File: config.mk
export PLATFORM = sky130hd
export DESIGN_NAME = store_merge_rmw
export DESIGN_NICKNAME = d
export VERILOG_FILES = /design/src/rtl/store_merge_rmw_pkg.sv /design/src/rtl/store_lane_merge.sv /design/src/rtl/store_merge_rmw.sv
export SDC_FILE = /design/constraint.sdc
export NUM_CORES = 1
export LEC_CHECK = 0
export CORE_AREA = 2 2 104 106
export DETAILED_ROUTE_END_ITERATION = 12
export DIE_AREA = 0 0 106 108
export PLACE_DENSITY = 0.92
export SYNTH_ARGS = -nofsm -noshare
export SYNTH_HDL_FRONTEND = slang
export SYNTH_SLANG_ARGS = --single-unit
File: constraint.sdc
create_clock -name clk -period 2.23 [get_ports clk]
set_input_delay 0.5575 -clock clk [delete_from_list [all_inputs] [get_ports clk]]
set_output_delay 0.5575 -clock clk [all_outputs]
set_load 0.05 [all_outputs]
File: src/rtl/store_merge_rmw_pkg.sv
// Shared encodings for the store narrowing path: access sizes, controller
// states and the alignment rule that decides whether a store is rejected.
package mips_store_pkg;

    localparam logic [1:0] SZ_BYTE = 2'b00;
    localparam logic [1:0] SZ_HALF = 2'b01;
    localparam logic [1:0] SZ_WORD = 2'b10;

    typedef enum logic [2:0] {
        IDLE  = 3'd0,
        READ  = 3'd1,
        MERGE = 3'd2,
        WRITE = 3'd3,
        ERR   = 3'd4
    } state_e;

    // Size 2'b11 has no meaning and is rejected like a misaligned access.
    function automatic logic req_bad(input logic [1:0] size, input logic [1:0] off);
        case (size)
            SZ_BYTE: return 1'b0;
            SZ_HALF: return off[0];
            SZ_WORD: return off != 2'b00;
            default: return 1'b1;
        endcase
    endfunction

endpackage

File: src/rtl/store_lane_merge.sv
// Combinational lane merge: drops narrow store data into the addressed
// byte/half lane of an existing word; a word-size store passes data through.
module store_lane_merge
    import mips_store_pkg::*;
#(
    parameter int BIG_ENDIAN = 0
) (
    input  logic [31:0] old_word,
    input  logic [31:0] data,
    input  logic [1:0]  size,
    input  logic [1:0]  off,
    output logic [31:0] merged
);

    logic [1:0] lane;

    // For halves, lane[1] picks the upper 16 bits in either byte order.
    always_comb begin
        lane   = (BIG_ENDIAN != 0) ? (2'd3 - off) : off;
        merged = old_word;
        case (size)
            SZ_BYTE: merged[{lane, 3'b000} +: 8]   = data[7:0];
            SZ_HALF: merged[{lane[1], 4'b0000} +: 16] = data[15:0];
            default: merged = data;
        endcase
    end

endmodule

File: src/rtl/store_merge_rmw.sv
// Store controller for a word-only data memory: word stores write directly,
// byte/half stores do read, merge, write back; bad requests end in ERR.
module store_merge_rmw
    import mips_store_pkg::*;
#(
    parameter int BIG_ENDIAN = 0
) (
    input  logic        clk,
    input  logic        rst,
    input  logic        req_valid,
    output logic        req_ready,
    input  logic [31:0] req_addr,
    input  logic [31:0] req_data,
    input  logic [1:0]  req_size,
    output logic [31:0] mem_addr,
    output logic        mem_rd_en,
    input  logic [31:0] mem_rdata,
    output logic        mem_wr_en,
    output logic [31:0] mem_wdata,
    output logic        done,
    output logic        err,
    output logic [2:0]  dbg_state
);

    // Handshake: a request transfers on a rising edge where req_valid && req_ready;
    // req_ready is high only in IDLE outside reset, and inputs are ignored otherwise.
    state_e      state_q;
    logic [31:2] waddr_q;
    logic [31:0] data_q;
    logic [31:0] wdata_q;
    logic [1:0]  size_q;
    logic [1:0]  off_q;
    logic [31:0] merged;

    store_lane_merge #(.BIG_ENDIAN(BIG_ENDIAN)) u_merge (
        .old_word (mem_rdata),
        .data     (data_q),
        .size     (size_q),
        .off      (off_q),
        .merged   (merged)
    );

    always_ff @(posedge clk) begin
        if (rst) begin
            state_q <= IDLE;
            waddr_q <= '0;
            data_q  <= '0;
            wdata_q <= '0;
            size_q  <= '0;
            off_q   <= '0;
        end else begin
            case (state_q)
                IDLE: begin
                    if (req_valid) begin
                        waddr_q <= req_addr[31:2];
                        data_q  <= req_data;
                        size_q  <= req_size;
                        off_q   <= req_addr[1:0];
                        wdata_q <= req_data;
                        if (req_bad(req_size, req_addr[1:0])) state_q <= ERR;
                        else if (req_size == SZ_WORD)         state_q <= WRITE;
                        else                                  state_q <= READ;
                    end
                end
                READ:  state_q <= MERGE;
                // mem_rdata carries the word fetched during READ.
                MERGE: begin
                    wdata_q <= merged;
                    state_q <= WRITE;
                end
                WRITE:   state_q <= IDLE;
                ERR:     state_q <= IDLE;
                default: state_q <= IDLE;
            endcase
        end
    end

    assign req_ready = (state_q == IDLE) && !rst;
    assign mem_addr  = {waddr_q, 2'b00};
    assign mem_rd_en = (state_q == READ);
    assign mem_wr_en = (state_q == WRITE);
    assign mem_wdata = wdata_q;
    assign done      = (state_q == WRITE) || (state_q == ERR);
    assign err       = (state_q == ERR);
    assign dbg_state = state_q;

endmodule

# ---- After elaboration in Yosys (flattened, before gate mapping)
# Cells that the tools add are included.
dict set report word_totals {
  ff_bits 101
  input_bits 101
  elab_cells 43
}
dict set report classes {
  n_addsub 2
  eq_ne 8
  shifts 4
  n_mux 13
  reduce_logical 10
}
# op n
set op_table {}
lappend op_table {{case mux 32 bit (2 select lines)} 2}
lappend op_table {{bitwise mux 32 bit} 2}
lappend op_table {{2-to-1 mux 32 bit} 1}
lappend op_table {{variable shift 16 x 7 -> 32 bit, first input constant} 1}
lappend op_table {{variable shift 8 x 7 -> 32 bit, first input constant} 1}
lappend op_table {{variable part select 16 x 7 -> 32 bit} 1}
lappend op_table {{variable part select 8 x 7 -> 32 bit} 1}
lappend op_table {{negator 5 -> 7 bit} 2}
lappend op_table {{case mux 3 bit (3 select lines)} 1}
lappend op_table {{== test 3 x 2 -> 1 bit, second input constant} 2}
lappend op_table {{2-to-1 mux 3 bit} 2}
lappend op_table {{== test 2 x 1 -> 1 bit, second input constant} 2}
lappend op_table {{logical NOT 2 bit} 2}
lappend op_table {{AND reduction 2 bit} 2}
lappend op_table {{nonzero test 2 bit} 2}
lappend op_table {{== test 3 x 1 -> 1 bit, second input constant} 1}
lappend op_table {{== test 3 bit, second input constant} 1}
lappend op_table {{logical NOT 3 bit} 1}
lappend op_table {{2-to-1 mux 1 bit} 3}
lappend op_table {{case mux 1 bit (3 select lines)} 1}
lappend op_table {{== test 2 bit, second input constant} 1}
lappend op_table {{2-to-1 mux 2 bit} 1}
lappend op_table {{!= test 2 bit, second input constant} 1}
lappend op_table {{logical AND 1 bit} 1}
lappend op_table {{other kinds (2)} 2}

# ---- Logic depth before layout (Yosys ltp)
dict set report depth {
  word_depth 8
  mapped_depth 7
  depth_no_buf 7
}

# ---- By module
# A second synthesis with hierarchy kept.
dict set report unflattened {
  cells_unflattened 582
  area_unflattened_um2 5133.7
}
# module instances cells_per_inst area_per_inst_um2
set modules_own_cells {}
lappend modules_own_cells {store_merge_rmw 1 422 3839.9}
lappend modules_own_cells {store_lane_merge 1 160 1293.7}

# ---- Worst setup path before layout
# No wires, ideal clock.
dict set report synth_path {
  path_kind {register to output}
  startpoint {register state_q[0] (netlist: dbg_state[0])}
  endpoint {output mem_rd_en}
  arrival_ns 1.996
  required_ns 1.673
  path_slack_ns -0.323
  stages_incl_launch_ff 2
  path_buffers 0
  path_cell_list {dfxtp_1 nor3b_1}
}
dict set report synth_between {
  elab_chain_len 1
}
# element line_no
set synth_lines {}
lappend synth_lines {{from (decl)} store_merge_rmw.sv:27} ;# state_e state_q;
lappend synth_lines {{from (signal assigned)} store_merge_rmw.sv:45} ;# state_q <= IDLE;
lappend synth_lines {{from (signal assigned)} store_merge_rmw.sv:60} ;# if (req_bad(req_size, req_addr[1:0])) state_q <= ERR;
lappend synth_lines {{from (signal assigned)} store_merge_rmw.sv:61} ;# else if (req_size == SZ_WORD) state_q <= WRITE;
lappend synth_lines {{== test 3 x 1 -> 1 bit} store_merge_rmw.sv:80} ;# assign mem_rd_en = (state_q == READ);
lappend synth_lines {{to (decl)} store_merge_rmw.sv:16} ;# output logic mem_rd_en,
# No other way between the ends.

# ---- Worst setup path after layout
dict set report layout_path {
  startpoint {register wdata_q[12] (netlist: mem_wdata[12])}
  endpoint {output mem_wdata[12]}
}
# element line_no
set layout_lines {}
lappend layout_lines {{from (decl)} store_merge_rmw.sv:30} ;# logic [31:0] wdata_q;
lappend layout_lines {{from (signal assigned)} store_merge_rmw.sv:59} ;# wdata_q <= req_data;
lappend layout_lines {{from (signal assigned)} store_merge_rmw.sv:68} ;# wdata_q <= merged;
lappend layout_lines {{to (decl)} store_merge_rmw.sv:19} ;# output logic [31:0] mem_wdata,
# No word-level cell between the ends.

==> flow_summary.ini <==
[routing]
dr.pass1.iters = 6
vias_per_cell = 5.64
ant_nets = 0
routed_wl_mm = 14.1
avgRoutedWirePerCell_um = 17.2
first_iter_violations = 384
routed-via-count = 4639
post-route-drc-count = 0

[logic_synthesis]
yosysMostFrequentCell = nand2_1
synthArstFlopShare_pct = 0
synth_top_area_share_pct = 45.2
synth_area_mm2 = 0.00447
synth_cells = 525
seq_area_frac_synth_pct = 45.2
synth_area_leader_cell = dfxtp_1
synthTopCellsByArea = dfxtp_1, nand2_1, a21oi_1
synth_cell_types = 48
avgSynthCellArea_um2 = 8.52
yosysWarningCount = 0
synth-seq-cells = 101
yosys_most_used_dff = dfxtp_1
synth_edf_count = 0
synth.cells.most_frequent = nand2_1, dfxtp_1, a21oi_1, buf_2, clkbuf_1

[setup_path]
crit_path_end_kind = output pin
cpMaxStageDelayCell = clkdlybuf4s50_1
reg2reg_slack_ns = 0.26
crit_family = buffers and inverters
worstReg2RegEnd = mem_wdata[15]$_SDFFE_PP0P_
critPathLaunchType = flop
slowest_delay_ns = 0.83
path_buf_inv = 1
path_cells = clkdlybuf4s50_1
path_max_fanout = 2
reg2reg_from = off_q[0]$_SDFFE_PP0P_
r2r.worst_path.cells = 5
cp.required_ns = 1.67
criticalPathCategory = reg -> out
critPathArrivalTime_ns = 1.57

[grt]
grt_pass1_wl_mm = 22.6
grt_use_total_pct = 24.7
grt_max_degree = 67
grt_antenna_before_repair = 0
first_global_vias = 4664
grt_overflow = 0

[cts]
cts_tree = yes
cts_buffers = 9
postCtsHoldBufs = 0
cts_max_path_buffers = 2
cts_sinks = 101
insertion_delay_ns = 0.36
cts_root_buffer = clkbuf_8
h-tree-depth = 3
clk_pin_slew_ns = 0.10

[floorplanning]
die_area_mm2 = 0.0114
core-area_mm2 = 0.0102
io-pin-count = 173
num_rows = 37
die_x_um = 106
die_h_um = 108
start_util_pct = 43.7

[placed_design]
numPortBuffers = 170
placed_cells = 807
dpl_cell_area_mm2 = 0.00634
place.detailed.hpwl_mm = 10.3
gp_congestion = 0.910

[timing]
report.final.slew_viol_count = 0
max_freq_ghz = 0.471
hold_viol = 0
max-slew-margin-rel_pct = 57.0
final-setup-viol-count = 0
worst_slew_pin_slew_ns = 0.645
skew_ns = 0.0114
timing.final.crit_period_ns = 2.12
rsz0062_at_grt = no
fin_crit_sh_pct = 95.2

[worst_hold_path]
min_path_type = reg -> reg
min_to = waddr_q[6]$_SDFFE_PP0P_
hold_start = waddr_q[6]$_SDFFE_PP0P_
hold_depth = 2

[pwr]
switching_share_pct = 34.6
switching_power_mw = 1.72
p_int_mw = 3.26
clkPwrFrac_pct = 26.4
p_seq_share_pct = 42.6
combPwrFrac_pct = 31.0
leakagePower_nw = 2.56
ir_drop_uv = 497
power_density_mw_per_mm2 = 758

[final_layout]
drive_above_1_share_pct = 8.88
final_nets = 788
design_area_mm2 = 0.00658
fin_cells = 823
syn2layout_area_growth_pct = 47.0
antenna_cells = 0

[flow_run]
drv.max_cap_violation_count = 0

[status]
status = finished, final reports clean
-- metrics by stage --
| stage | hold WS [ns] | setup TNS, ns | utilization (%) | worst slack, ns | power [mW] |
|---|---|---|---|---|---|
| detailed placement | 0.447 | -0.771 | 62.0 | -0.0774 | 3.70 |
| CTS | 0.462 | 0 | 64.2 | 0.000490 | 4.99 |
| global placement | 0.441 | 0 | 62.0 | 0.0135 | 3.65 |
| floorplan | 0.436 | 0 | - | 0.00389 | 3.07 |
| finish | 0.459 | 0 | 64.3 | 0.107 | 4.98 |
| global route | 0.473 | 0 | 64.3 | 0.0608 | 5.18 |
-- how the worst max path moves through the flow --
stage                                     startpoint                        end  slack (ns)  cells past startpoint
final                     mem_wdata[12]$_SDFFE_PP0P_              mem_wdata[12]        0.11                      1
after global placement                     req_valid  mem_wdata[4]$_SDFFE_PP0P_        0.01                      6
after global routing       dbg_state[0]$_SDFFE_PP0P_                       done        0.06                      4
after CTS                  dbg_state[0]$_SDFFE_PP0P_               dbg_state[0]      0.0005                      1
after detailed placement                   req_valid  mem_wdata[7]$_SDFFE_PP0P_       -0.08                      6
after floorplan            dbg_state[2]$_SDFFE_PP0P_                       done       0.004                      2
-- logic make-up (layout without fill, tap and decap cells) --
| group | Yosys count | after routing | synth area share, % |
|---|---|---|---|
| compound gates | 182 | 182 | 29.0 |
| fa+ha+maj | 5 | 5 | 1.40 |
| buf+inv | 51 | 212 | 5.20 |
| flops | 101 | 101 | 45.2 |
| mux | 3 | 3 | 0.727 |
| other cells | 1 | 2 | 0.0838 |
| simple gates | 182 | 182 | 18.4 |
-- routing by layer --
| layer | GRT usage, % | wire (µm) |
|---|---|---|
| met1 | 28.1 | 5370 |
| met3 | 7.23 | 1330 |
| met4 | 11.8 | 402 |
| met2 | 42.6 | 7040 |
| met5 | 0 | 0 |
-- cells in the final DEF (no fill, tap or decap), drive strengths merged, types with 2 or more instances in the layout --
cell | netlist | final
a211o | 10 | 10
a21boi | 8 | 8
a21o | 15 | 15
a21oi | 85 | 85
a221o | 15 | 15
a221oi | 15 | 15
a222oi | 8 | 8
a22o | 15 | 15
and2 | 3 | 3
buf | 23 | 22
bufinv | 0 | 2
clkbuf | 16 | 9
clkdlybuf4s50 | 0 | 161
conb | 1 | 2
dfxtp | 101 | 101
ha | 5 | 5
inv | 12 | 15
mux2 | 2 | 2
nand2 | 137 | 137
nand2b | 2 | 2
nand3 | 3 | 3
nand3b | 2 | 2
nand4 | 2 | 2
nand4b | 2 | 2
nor2 | 12 | 12
nor2b | 8 | 8
nor4 | 3 | 3
nor4b | 2 | 2
o32ai | 7 | 7
or2 | 2 | 2
-- state kept, by name (all words and copies together) (netlist names) --
| name | flops |
|---|---|
| off_q | 2 |
| data_q | 32 |
| dbg_state | 3 |
| waddr_q | 30 |
| size_q | 2 |
| mem_wdata | 32 |
-- repair_timing --
| action | CTS | global route |
|---|---|---|
| setup endpoints to repair | 0 | 2 |
| endpoints found under the hold margin | 0 | 0 |
| buffers inserted | 0 | 0 |
| resized for setup | 0 | 3 |
-- power groups by stage --
stage / Sequential (mW) / Combinational [mW] / Clock [mW]
after global placement: 2.15 / 1.50 / 0
final: 2.12 / 1.55 / 1.32
after detailed placement: 2.16 / 1.54 / 0
after floorplan: 2.50 / 0.568 / 0
after CTS: 2.12 / 1.55 / 1.33
after global routing: 2.14 / 1.65 / 1.40
-- cell type report --
cell class	count	area, µm²
fillers	820	3660
multi-input cells	374	2240
flip-flops and latches	101	2030
repair buffers	184	1860
well taps	136	170
clock buffers	9	124
clock inverters	7	105
inverters	12	45.0
-- worst reg2reg max path, cell delays in order, from the launching register on --
cell	delay (ns)
dfxtp_1	0.46
inv_1	0.14
ha_1	0.29
nand3b_1	0.30
nor4_4	0.50
a221o_1	0.24
Note: power is estimated with default switching activity, not from simulation.
